<file path="config.mk">
export PLATFORM = sky130hd
export DESIGN_NAME = display_scan_refresher
export DESIGN_NICKNAME = d
export VERILOG_FILES = /design/src/rtl/display_scan_refresher.sv
export SDC_FILE = /design/constraint.sdc
export NUM_CORES = 1
export LEC_CHECK = 0
export ABC_AREA = 1
export CAP_MARGIN = 15
export CORE_MARGIN = 3
export CORE_UTILIZATION = 60
export CTS_CLUSTER_DIAMETER = 100
export DETAILED_ROUTE_END_ITERATION = 8
export PLACE_DENSITY = 0.82
export SLEW_MARGIN = 25
export SYNTH_ARGS = -nofsm -noshare
export SYNTH_HDL_FRONTEND = slang
export SYNTH_SLANG_ARGS = --single-unit
</file>
<file path="constraint.sdc">
create_clock -name Clk -period 4.2 [get_ports Clk]
set_clock_uncertainty 0.15 [all_clocks]
set_input_delay 0.84 -clock Clk [delete_from_list [all_inputs] [get_ports Clk]]
set_output_delay 0.84 -clock Clk [all_outputs]
set_load 0.02 [all_outputs]
</file>
<file path="src/rtl/display_scan_refresher.sv">
// display_scan_refresher
// Divides Clk into a one-cycle Refresh strobe every CLK_DIV enabled cycles.
// Each strobe steps DigitSel through 0..NUM_DIGITS-1 and rotates a one-hot
// anode pattern for a multiplexed seven-segment display. FrameDone marks the
// wrap back to digit 0.
// Optional macro BLANKING_EN adds a dead-time counter. After each Refresh,
// it blanks all anodes for BLANK_CYCLES enabled cycles.
module display_scan_refresher #(
    parameter int CLK_DIV          = 100000,
    parameter int NUM_DIGITS       = 4,
    parameter int SEL_W            = 2,
    parameter int CNT_W            = 17,
    parameter int ANODE_ACTIVE_LOW = 1,
    parameter int BLANK_CYCLES     = 16
) (
    input  logic                  Clk,
    input  logic                  Rst,
    input  logic                  En,
    output logic                  Refresh,
    output logic [SEL_W-1:0]      DigitSel,
    output logic [NUM_DIGITS-1:0] Anode,
    output logic                  FrameDone,
    output logic                  Blank
);

    // Last divider count of a period and last legal digit index.
    localparam logic [CNT_W-1:0]      DIV_LAST     = CNT_W'(CLK_DIV - 1);
    localparam logic [SEL_W-1:0]      SEL_LAST     = SEL_W'(NUM_DIGITS - 1);
    localparam logic [NUM_DIGITS-1:0] ONEHOT_FIRST = NUM_DIGITS'(1);
    // XOR mask that turns an active-high one-hot into the pin polarity.
    localparam logic [NUM_DIGITS-1:0] POL_MASK     =
        (ANODE_ACTIVE_LOW != 0) ? {NUM_DIGITS{1'b1}} : {NUM_DIGITS{1'b0}};

    logic [CNT_W-1:0]      div_cnt;
    logic [CNT_W-1:0]      div_next;
    logic                  refresh_next;
    logic [SEL_W-1:0]      sel_next;
    logic                  frame_next;
    logic [NUM_DIGITS-1:0] onehot;
    logic [NUM_DIGITS-1:0] onehot_next;
    logic [NUM_DIGITS-1:0] anode_enable_next;
    logic                  period_end;
    logic                  digit_wrap;

    assign period_end = (div_cnt == DIV_LAST);
    assign digit_wrap = (DigitSel == SEL_LAST);

`ifdef BLANKING_EN
    localparam logic [CNT_W-1:0] BLANK_LOAD = CNT_W'(BLANK_CYCLES);

    logic [CNT_W-1:0] blank_cnt;
    logic [CNT_W-1:0] blank_next;

    // Dead-time counter: loaded on every Refresh edge, counts down on enabled edges.
    always_comb begin
        blank_next = blank_cnt;
        if (En) begin
            if (period_end) begin
                blank_next = BLANK_LOAD;
            end else if (blank_cnt != '0) begin
                blank_next = blank_cnt - CNT_W'(1);
            end
        end
    end

    // Blank counter register; the Blank output reflects the registered count directly.
    always_ff @(posedge Clk) begin
        if (Rst) begin
            blank_cnt <= '0;
        end else begin
            blank_cnt <= blank_next;
        end
    end

    assign Blank             = (blank_cnt != '0);
    assign anode_enable_next = (blank_next != '0) ? '0 : onehot_next;
`else
    assign Blank             = 1'b0;
    assign anode_enable_next = onehot_next;
`endif

    // Next-state for the divider and digit scan.
    // En low holds div_cnt, DigitSel and Anode, and suppresses both strobes.
    always_comb begin
        div_next     = div_cnt;
        refresh_next = 1'b0;
        sel_next     = DigitSel;
        frame_next   = 1'b0;
        onehot_next  = onehot;
        if (En) begin
            if (period_end) begin
                div_next     = '0;
                refresh_next = 1'b1;
                onehot_next  = {onehot[NUM_DIGITS-2:0], onehot[NUM_DIGITS-1]};
                if (digit_wrap) begin
                    sel_next   = '0;
                    frame_next = 1'b1;
                end else begin
                    sel_next = DigitSel + SEL_W'(1);
                end
            end else begin
                div_next = div_cnt + CNT_W'(1);
            end
        end
    end

    // Registered state and outputs.
    // Reset selects digit 0 and restarts the period from zero.
    always_ff @(posedge Clk) begin
        if (Rst) begin
            div_cnt   <= '0;
            Refresh   <= 1'b0;
            DigitSel  <= '0;
            FrameDone <= 1'b0;
            onehot    <= ONEHOT_FIRST;
            Anode     <= ONEHOT_FIRST ^ POL_MASK;
        end else begin
            div_cnt   <= div_next;
            Refresh   <= refresh_next;
            DigitSel  <= sel_next;
            FrameDone <= frame_next;
            onehot    <= onehot_next;
            Anode     <= anode_enable_next ^ POL_MASK;
        end
    end

endmodule

</file>
Word-level counts from Yosys, hierarchy flattened --
Index checks and enable logic that the tools add are counted.
Cells by class: add/sub/neg operators 2, eq/ne operators 2, mux-type cells 6, bitwise gates (word level) 3, reduce and logical (&&, ||, !) cells 3
Operators with widths (number):
- 17-bit by 1-bit adder with 17-bit output, second input constant | 1
- 17-bit == test, second input constant | 1
- 17-bit two-way mux | 1
- 4-bit two-way mux | 2
- 4-bit NOT | 1
- 3-bit OR reduction | 1
- 2-bit by 1-bit adder with 2-bit output, second input constant | 1
- 2-bit == test, second input constant | 1
- 1-bit two-way mux | 2
- 2-bit two-way mux | 1
- 1-bit NOT | 2
- 2-bit AND reduction | 1
- 2-bit OR reduction | 1
Storage, ports and cells: register bits after elaboration 29, logic and storage cells 22

Depth between registers and ports, before layout --
Gate-level depths: netlist (run 1).
depth in word-level cells 4, gate-level depth with buffers 10

Worst setup path after synthesis (run 1) --
No wires, ideal clock.
path type input to register, start point input En, end point register Anode[0], setup time 0.120 ns, arrival time 1.652 ns, slack 2.278 ns, stages on the path 7, path buffers 2, cell sequence buf_6 -> inv_6 -> nor3_4 -> nand3_2 -> buf_6 -> nand3_2 -> nand2_2
On the way: word-level cells in the longest chain between the ends 2
RTL lines:
- start, declared | line 18 | input logic En,
- 4-bit two-way mux | line 90 | if (En) begin
- 4-bit NOT (no source line)
- end signal, assigned | line 116 | Anode <= ONEHOT_FIRST ^ POL_MASK;
- end signal, assigned | line 123 | Anode <= anode_enable_next ^ POL_MASK;
- end, declared | line 21 | output logic [NUM_DIGITS-1:0] Anode,
No other way between the ends. A chain may end at the register's enable or synchronous reset.

==> summary.md, run 1 <==
| Metric | Value |
|---|---|
| Vias in the first global route | `1094` |
| RSZ-0062 raised after global routing | `no` |
| CTS tree | `yes` |
| PostCTS Resize Cnt | `0` |
| Tot GR Track Use | `22.51%` |
| Synth area leaders | `dfxtp_1, nand2_1, nor2_1` |
| Post-synthesis compound-gate area fraction | `2.465%` |
| CP required | `4.26 ns` |
| Yosys Warn Count | `0` |
| Post-route cell area | `1563 um2` |
| Placed Instances | `231` |
| ANT cells | `0` |
| Xor/xnor share of the synthesized area | `2.465%` |
| Post-synthesis sequential area ratio | `40.85%` |
| Post-synth design cell area | `1421 um2` |
| Worst r2r path cells | `6` |
| DIE AREA | `2989 um2` |
| DP HPWL | `2207 um` |
| Crit path to | `div_cnt[9]` |
| Clk_lat worst skew | `0.32 ns` |
| Post-route ant nets | `0` |
| Share of cells above drive strength 1 | `10.90%` |
| H-tree depth | `2` |
| Avg Synthesized Cell Area | `7.143 um2` |
| First-pass GRT wire length | `4664 um` |
| Hold crit path type | `register to register` |
| Vias | `1218` |
| Pleak | `0.6503 nW` |
| Clock Sinks | `29` |
| Dominant cell type by area after synthesis | `dfxtp_1` |
| Final wirelength | `2869 um` |
| Slew HR | `66.77%` |
| Critical path peak fanout | `12` |
| Ports | `12` |
| Syn Nets | `204` |
| Crit. Startpoint | `En` |
| Final Power | `0.4610 mW` |
| Final Net Count | `216` |
| Tcrit/Tclk final | `62.17%` |
| Setup Fix Bufs, Post-CTS | `0` |
| DP Worst Slack | `1.274 ns` |
| Post-Syn Instances | `199` |
| Setup CP Type | `input port to register` |
| Vias per cell | `5.118` |
| Crit path time final | `2.611 ns` |
| Util after Layout | `74.35%` |
| Worst Tran Pin Value | `0.4969 ns` |
| Power Density | `295.0 nW/um2` |
| Fmax | `383.0 MHz` |
| TritonCTS Buffers | `5` |
| CP endpoint kind | `register` |
| Initial antenna violation count | `0` |
| Startpoint Class | `input port` |
| Synth-to-layout area growth | `9.947%` |
| Synth cell types | `27` |
| Largest family of logic cells by synthesized area | `simple AND/OR/NAND/NOR gates` |
| Starting DRC count in detailed routing | `28` |
| R2R Setup Slk | `2.28 ns` |
| Worst r2r dst | `div_cnt[9]` |
| Initial Util | `67.62%` |
| Largest net degree at the start of global routing | `15` |
| Setup-failing EPs final | `0` |
| Final worst slack | `1.589 ns` |
| FP Rows | `16` |
| Total gr overflow | `0` |
| Clock tree buffer depth | `2` |
| Drt pass-1 iters | `4` |
| Die Y | `54.67 um` |
| Adder-cell share of the synthesized area | `1.761%` |
| Number of fillers in the final layout | `172` |
| Fin. max-slew vios | `0` |
| Yosys top cell area share | `40.85%` |
| Wirelength per Cell | `12.05 um` |
| Status | `completed` |
| Hold buffers post-CTS | `0` |
| Number of synthesized register bits | `29` |
| Final Wtd Congestion | `0.9205` |
| Worst VDD drop | `0.2500 mV` |
| Clk slew on worst S/H paths | `0.09 ns` |
| Simple-Gate Fraction of Synth Area | `40.14%` |
| Setup TNS | `0 ns` |
| Hold Vio Cnt, Final | `0` |
| Core Area | `2102 um2` |
| Reg2reg start | `div_cnt[0]` |
| Clock root cell | `clkbuf_4` |
| Placed inst area | `1508 um2` |
| Multiplexer share of the synthesized area | `0.7042%` |
| IO Port Bufs | `10` |
| Fin Hold WS | `0.3491 ns` |
| Worst Path Arrival | `2.67 ns` |
| Max Cap Viol | `0` |
| Die X | `54.67 um` |
| Final Non-Filler Cells | `238` |
| DRC | `0` |
worst max-delay path, stage by stage:
cell,delay [ns]
clkdlybuf4s50_1,0.78
inv_6,0.07
nor3_4,0.31
nand3_2,0.31
nand2_1,0.28
nor2_1,0.08
placed cells by master (no fill, tap or decap), types with 2 or more instances in the layout:
| cell | instances |
|---|---|
| nand2_1 | 44 |
| nor2_1 | 36 |
| dfxtp_1 | 29 |
| inv_1 | 24 |
| nand3_1 | 18 |
| clkdlybuf4s50_1 | 10 |
| nand4_1 | 8 |
| nand3_2 | 5 |
| clkbuf_4 | 5 |
| nor3_1 | 4 |
| nand2_2 | 4 |
| inv_2 | 4 |
| a21oi_1 | 3 |
| xor2_1 | 3 |
| ha_1 | 2 |
metal layers:
metal  vias to the layer above  routed length, um  track usage (%)
li1                        645                  -                -
met1                       538               1293            25.83
met2                        28               1368            38.19
met3                         7                158            5.722
met4                         0                 48            11.20
met5                         -                  0                0
layout make-up:
cell class              instances  area (um2)  share of cell area, %
multi-input cells             136       679.4                  43.47
clock buffers                   7       55.05                  3.523
inverters                      29       113.9                  7.286
well taps                      27       33.78                  2.162
flip-flops and latches         29       580.6                  37.15
repair buffers                 10       100.1                  6.405
worst min-delay path by stage:
| stage | from | to | slack (ns) | cells past startpoint |
|---|---|---|---|---|
| 2_1_floorplan | register | register | 0.32 | 2 |
| 3_3_place_gp | DigitSel[1] | DigitSel[1] | 0.33 | 2 |
| 3_5_place_dp | register | register | 0.34 | 2 |
| 4_1_cts | register | register | 0.35 | 2 |
| 5_1_grt | register | register | 0.38 | 2 |
| 6_report | register | register | 0.35 | 2 |
Yosys cell counts:
library cell  number
o21bai_1           1
nand3_1           18
nand4_1            8
nor2_1            36
a211oi_1           1
xnor2_1            1
o21ai_0            1
inv_6              1
mux2i_1            1
inv_1             24
clkbuf_8           1
buf_4              1
nor3_1             4
ha_1               2
nand2_2            4
nor3b_2            1
nor3_4             1
nand3_2            5
nand2_1           44
dfxtp_1           29
a21oi_1            3
xor2_1             3
nor2_2             1
clkbuf_1           1
inv_2              4
conb_1             1
buf_6              2
cell families (layout without fill, tap and decap cells):
kind of cell / Yosys count / after routing
fa+ha+maj: 2 / 2
mux: 1 / 1
xor+xnor: 4 / 4
buf+inv: 34 / 46
other cells: 1 / 1
compound gates: 6 / 6
flops: 29 / 29
simple gates: 122 / 122
where the power goes:
group	internal, mW	total (mW)	switching [mW]	leakage [nW]
registers	0.277	0.279	0.00190	0.234
clock network	0.0788	0.166	0.0869	0.0314
logic	0.00554	0.0167	0.0111	0.385
Note: power is estimated with default switching activity, not from simulation.
==> run 2: changes to the inputs <==
--- a/config.mk
+++ b/config.mk
@@ -8,10 +8,10 @@
 export ABC_AREA = 1
 export CAP_MARGIN = 15
 export CORE_MARGIN = 3
-export CORE_UTILIZATION = 60
+export CORE_UTILIZATION = 56
 export CTS_CLUSTER_DIAMETER = 100
 export DETAILED_ROUTE_END_ITERATION = 8
-export PLACE_DENSITY = 0.82
+export PLACE_DENSITY = 0.77
 export SLEW_MARGIN = 25
 export SYNTH_ARGS = -nofsm -noshare
 export SYNTH_HDL_FRONTEND = slang
==> constraint.sdc (replaced) <==
create_clock -name Clk -period 2.68 [get_ports Clk]
set_clock_uncertainty 0.15 [all_clocks]
set_input_delay 0.536 -clock Clk [delete_from_list [all_inputs] [get_ports Clk]]
set_output_delay 0.536 -clock Clk [all_outputs]
set_load 0.02 [all_outputs]
==> summary.md, run 2 (synthesis results as in run 1) <==
| Metric | Value |
|---|---|
| Status | `completed` |
| Number of fillers in the final layout | `213` |
| CP endpoint kind | `primary output` |
| Clock root cell | `clkbuf_4` |
| Startpoint Class | `register` |
| FP Rows | `17` |
| CP Cell Sequence | `clkdlybuf4s50_1` |
| Setup CP Type | `register to primary output` |
| Crit path largest cell delay | `0.63 ns` |
| First-pass GRT wire length | `4974 um` |
| Clock tree buffer depth | `2` |
| Setup Fix Bufs, Post-CTS | `0` |
| CP required | `1.99 ns` |
| Crit-path leading delay family | `buffers and inverters` |
| Crit path time final | `2.043 ns` |
| RSZ-0062 raised after global routing | `no` |
| Tot GR Track Use | `20.01%` |
| Initial antenna violation count | `0` |
| Buffers and inverters on the worst path | `1` |
| Vias | `1252` |
| Placed Instances | `234` |
| DIE AREA | `3179 um2` |
| Worst VDD drop | `0.3658 mV` |
| H-tree depth | `2` |
| PostCTS Resize Cnt | `0` |
| Wirelength per Cell | `11.55 um` |
| Drt pass-1 iters | `4` |
| TritonCTS Buffers | `5` |
| Initial Util | `61.31%` |
| Final Net Count | `218` |
| Final Wtd Congestion | `0.8801` |
| Vias per cell | `5.195` |
| Largest net degree at the start of global routing | `15` |
| Most frequent cells in the layout | `nand2_1, nor2_1, dfxtp_1` |
| Critical path peak fanout | `4` |
| Fin. max-slew vios | `0` |
| Final worst slack | `0.6374 ns` |
| Hold crit path type | `register to register` |
| Hold buffers post-CTS | `0` |
| Placed inst area | `1524 um2` |
| Final Non-Filler Cells | `241` |
| Post-route cell area | `1579 um2` |
| Starting DRC count in detailed routing | `48` |
| IO Port Bufs | `10` |
| Clock Sinks | `29` |
| Power Density | `457.5 nW/um2` |
| Die Y | `56.38 um` |
| Die X | `56.38 um` |
| Total gr overflow | `0` |
| ANT cells | `0` |
| Share of cells above drive strength 1 | `11.74%` |
| DRC | `0` |
| Final wirelength | `2783 um` |
| CTS tree | `yes` |
| Pleak | `0.6599 nW` |
| DP Worst Slack | `0.2812 ns` |
| Vias in the first global route | `1196` |
| Core Area | `2318 um2` |
| Critical path's slowest cell | `clkdlybuf4s50_1` |
| Clk slew on worst S/H paths | `0.08 ns` |
| Ports | `12` |
| Reg area | `580.6 um2` |
| Area of the multi-input gates | `679.4 um2` |
| Clk_lat worst skew | `0.32 ns` |
| Most common cell after layout, fill and taps aside | `nand2_1` |
| Fmax | `489.6 MHz` |
| Tcrit/Tclk final | `76.22%` |
| DP HPWL | `2170 um` |
| Post-route ant nets | `0` |
| Synth-to-layout area growth | `11.09%` |
| Worst Path Arrival | `1.36 ns` |
| Setup-failing EPs final | `0` |
| Max Cap Viol | `0` |
| Hold Vio Cnt, Final | `0` |
| Setup TNS | `0 ns` |
## run 2: per-layer routing
metal,share of wire [%],track usage [%],up-vias
met2,46,32.22,33
met4,1.7,9.831,0
li1,-,-,650
met5,0,0,-
met3,5.1,5.747,8
met1,47,24.26,561
## run 2: layout make-up
cell class,instances,area share [%]
inverter,29,7.211
tap,28,2.219
multi-input combinational,136,43.03
timing repair buffer,12,7.290
sequential,29,36.77
clock buffer,7,3.487
## run 2: metrics by stage
stage               hold WS, ns  util, %  total power [mW]
CTS                      0.3526    68.11            0.7302
detailed placement       0.3399    65.73            0.4754
global placement         0.3321    65.73            0.4740
global route             0.3718    68.11            0.7561
floorplan                0.3182        -            0.4698
finish                   0.3515    68.11            0.7223
## run 2: final timing paths
| path | slack, ns | start | end | cells after the start |
|---|---|---|---|---|
| worst max-delay path | 0.64 | DigitSel[0] | DigitSel[0] | 1 |
| worst max register to register | 0.82 | div_cnt[0] | div_cnt[5] | 6 |
| worst min register to register | 0.35 | register | register | 2 |
| worst min-delay path | 0.35 | register | register | 2 |
## run 2: power breakdown
group / leakage, nW / internal (mW) / switching, mW
clock: 0.0314 / 0.124 / 0.134
sequential: 0.234 / 0.434 / 0.00292
combinational: 0.394 / 0.0105 / 0.0175
total: 0.660 / 0.568 / 0.155
==> RTL change 1 (flow settings as in run 2) <==
Set the parameter `CNT_W` to 34 (it was 17).
--- a/src/rtl/display_scan_refresher.sv
+++ b/src/rtl/display_scan_refresher.sv
@@ -9,7 +9,7 @@
     parameter int CLK_DIV          = 100000,
     parameter int NUM_DIGITS       = 4,
     parameter int SEL_W            = 2,
-    parameter int CNT_W            = 17,
+    parameter int CNT_W            = 34,
     parameter int ANODE_ACTIVE_LOW = 1,
     parameter int BLANK_CYCLES     = 16
 ) (
Function: same outputs for any inputs over 10 cycles, from zero or initial values and one cycle with Rst high; that may be too few to reach the edited logic, so the function may still have changed.
==> RTL change 1 against run 2 <==
  * Power rose by 70%
  * Routed wire length is 94% higher
  * Worst setup slack better by 63 ps
  * Count of clock-buffer cells in the layout unchanged
  * Sequential cell count increased by 17
  * Sequential share of layout area decreased by 3.7 points
  * Synthesized area rose by 78%
  * Core utilization decreased by 1.3 points
  * Final area increased by 77%
  * Highest routed layer unchanged
==> RTL change 1: results (changes against run 2) <==
status -> completed
global placement routability congestion -> 0.927 (+5.3%)
largest net degree at the start of global routing -> 22 (+7)
number of DRC markers in iteration 0 -> 158 (+230%)
Placed Cells -> 434 (+85%)
Final nets -> 396 (+82%)
FILL cells -> 364 (+71%)
total track usage -> 0.224 (+0.0242)
final WL -> 5.41 mm (+94%)
Place WS -> 476 ps (+195 ps)
top cells by instance count after synthesis -> nor2_1, nand2_1, dfxtp_1
Arr. time, crit path -> 1290 ps (-70 ps)
Yosys cell types -> 31 (+15%)
instance count of the mapped netlist -> 376 (+89%)
Crit path largest cell delay -> 620 ps
DPL Wire Length -> 4.07 mm (+87%)
Synthesized Nets -> 381 (+87%)
Post-DP Area -> 2680 sq um (+76%)
first-pass GRT wire length -> 9.26 mm (+86%)
vias per cell -> 5.18 (-0.31%)
largest cells by area after synthesis -> dfxtp_1, nor2_1, nand2_1, inv_1, nand3_1
worst-skew pair later-pin latency -> 300 ps (-20 ps)
Clock Tree Root -> clkbuf_8
share of post-route cells with drive strength above 1 -> 0.122 (+0.00508)
predominant post-synthesis flop cell -> dfxtp_1
vias in the first global route -> 2,065 (+73%)
Leak -> 1.06 nW (+61%)
H-tree depth -> 2 (unchanged)
via count -> 2,289 (+83%)
Inserted Clock Buffers -> 5 (unchanged)
Worst VDD drop -> 292 uV (-20%)
fin area -> 2790 sq um (+77%)
register area share after synthesis -> 0.365 (-0.0436)
RTL change 1: cell count changes after synthesis, sizes merged, moves of 2 or more:
cell	before	now
inv	29	45
xor2	3	5
buf	3	5
nor2	37	96
nand3	23	39
nand4	8	13
o21ai	1	4
a21oi	3	7
nand3b	0	3
nand2	48	90
dfxtp	29	46
xnor2	1	6
RTL change 1: worst paths after layout:
| check | from | end | slack [ps] | depth (start not counted) |
|---|---|---|---|---|
| max | DigitSel[0] | DigitSel[0] | 700 | 1 |
| min reg2reg | div_cnt[32] | div_cnt[32] | 330 | 2 |
| max reg2reg | div_cnt[0] | div_cnt[22] | 840 | 8 |
| min | div_cnt[32] | div_cnt[32] | 330 | 2 |
RTL change 1: routing by layer:
layer | share of wire | global-route usage | vias to the layer above
met3 | 0.050 | 0.0413 | 11
met1 | 0.48 | 0.305 | 1036
met2 | 0.45 | 0.353 | 38
met5 | 0 | 0 | -
met4 | 0.018 | 0.0840 | 0
li1 | - | - | 1204
RTL change 1: area by class of cell:
| type | instances | area share |
|---|---|---|
| clock inverter | 1 | 0.0108 |
| clock buffer | 7 | 0.0274 |
| tap | 50 | 0.0224 |
| multi-input combinational | 277 | 0.498 |
| sequential | 46 | 0.330 |
| inverter | 46 | 0.0619 |
| timing repair buffer | 15 | 0.0493 |
RTL change 1: report_power, final:
part,leakage (nW),switching [W],internal [W]
Combinational,0.639,0.0000255,0.0000119
Sequential,0.371,0.00000246,0.000685
Clock,0.0524,0.000224,0.000279
RTL change 1: cell families after synthesis:
kind of cell	synth area share
AOI/OAI and AO/OA	0.0273
xor gates and xnor gates	0.0382
adders and majority gates	0.00991
buffers and inverters	0.0848
DFF	0.365
muxes	0.00397
other	0.00149
and+or+nand+nor	0.470
==> RTL change 2 (flow settings as in run 2) <==
Without the edit above. Compare `div_cnt` against `DIV_LAST` with >= in place of ==.
--- a/src/rtl/display_scan_refresher.sv
+++ b/src/rtl/display_scan_refresher.sv
@@ -42,7 +42,7 @@
     logic                  period_end;
     logic                  digit_wrap;
 
-    assign period_end = (div_cnt == DIV_LAST);
+    assign period_end = (div_cnt >= DIV_LAST);
     assign digit_wrap = (DigitSel == SEL_LAST);
 
 `ifdef BLANKING_EN
Function: no difference found for any inputs over 10 cycles, from zero or initial values and one cycle with Rst high; that may be too few to reach the edited logic, so the function may still have changed.
==> RTL change 2 against run 2 <==
  * Sequential cell count did not move
  * Synthesized cell count is 2.0% lower
  * Routed wire length fell by 9.5%
  * Power shrank 0.40%
  * Worst setup slack improved by 28 ps
  * Core utilization rose by 0.054 points
  * Register-to-register slack improved by 20 ps
  * Final area about the same
  * Synthesized area rose by 1.1%
==> RTL change 2: results (changes against run 2) <==
share of post-route cells with drive strength above 1 -> 0.163 (+0.0453)
Arr. time, crit path -> 1330 ps (-30 ps)
post-synthesis mux area share -> 0 (-0.00704)
Leak -> 0.738 nW (+12%)
register area share after synthesis -> 0.404 (-0.00427)
status -> completed
number of DRC markers in iteration 0 -> 31 (-35%)
worst-skew pair later-pin latency -> 350 ps (+30 ps)
hold crit path type -> reg -> reg
Crit path largest cell delay -> 620 ps
vias in the first global route -> 1,060 (-11%)
total track usage -> 0.176 (-0.0245)
Worst VDD drop -> 463 uV (+27%)
DPL Wire Length -> 1.87 mm (-14%)
post-synthesis compound-gate area fraction -> 0.0348 (+0.0102)
non-filler cells, final -> 237 (-1.7%)
first-pass GRT wire length -> 4.34 mm (-13%)
Place WS -> 494 ps (+213 ps)
Initial DRT Pass Iterations -> 4 (unchanged)
largest net degree at the start of global routing -> 16 (+1)
FILL cells -> 205 (-3.8%)
Final nets -> 213 (-2.3%)
internal power -> 0.000543 W (-4.3%)
adder-cell area share of the yosys netlist -> 0.0174 (-0.000184)
Mean Syn Cell Area -> 7.37 sq um (+3.1%)
largest cells by area after synthesis -> dfxtp_1, nand2_1, nand3_1, nor2_2, inv_1
Placed Cells -> 229 (-2.1%)
global placement routability congestion -> 0.876 (-0.47%)
via count -> 1,191 (-4.9%)
Post-DP Area -> 1530 sq um (+0.33%)
-- RTL change 2: cell count changes after synthesis, sizes merged, moves of 3 or more --
cell    delta
nand4      -5
xor2       +3
inv        -4
nand2      +9
nor2       -4
nand3      -3
nand3b     +3
nor3       -5
-- RTL change 2: logic make-up (layout without fill, tap and decap cells) --
logic type | after synthesis | in the layout
simple gates | 116 | 116
buf+inv | 31 | 45
flops | 29 | 29
compound gates | 8 | 8
xor+xnor | 8 | 8
fa+ha+maj | 2 | 2
other cells | 1 | 1
-- RTL change 2: area by class of cell --
class                      instances  area, sq um  share of cell area
clock buffer                       6         41.3              0.0261
clock inverter                     2         10.0             0.00633
inverter                          26         97.6              0.0618
multi-input combinational        135          708               0.448
sequential                        29          581               0.367
tap                               28         35.0              0.0222
timing repair buffer              11          108              0.0681
-- RTL change 2: path summary, 6_finish.rpt --
check / start / endpoint / slack (ps) / cells after the start
worst min register to register: flop / flop / 340 / 2
worst max register to register: div_cnt[0] / div_cnt[15] / 840 / 10
worst min-delay path: flop / flop / 340 / 2
worst max-delay path: DigitSel[0] / DigitSel[0] / 670 / 1
-- RTL change 2: power by group through the flow --
stage               sequential [W]  combinational, W  clock, W
CTS                       0.000436         0.0000284  0.000257
finish                    0.000436         0.0000282  0.000255
floorplan                 0.000446         0.0000255         0
detailed placement        0.000446         0.0000281         0
global route              0.000437         0.0000317  0.000277
global placement          0.000446         0.0000275         0
-- RTL change 2: worst register-to-register path: stages (launching register included) --
cell	delay, ps
dfxtp_1	380
ha_1	180
nand2_1	70
inv_1	80
nand2_1	60
nor2_1	80
nand3_1	140
nand3_4	160
nand2_4	120
nand2_4	230
nor2_1	80
-- RTL change 2: layer usage --
metal  global-route usage  vias up  routed length (um)
met2                0.269       21                1130
met1                0.210      535                1200
met3               0.0874        5                 146
met4               0.0644        0                  39
li1                     -      630                   -
met5                    0        -                   0
-- RTL change 2: stage by stage --
stage / utilization / hold slack [ps] / power (W)
floorplan: - / 301 / 0.000471
global placement: 0.659 / 322 / 0.000474
global route: 0.682 / 374 / 0.000746
CTS: 0.682 / 347 / 0.000722
detailed placement: 0.659 / 324 / 0.000474
finish: 0.682 / 340 / 0.000719
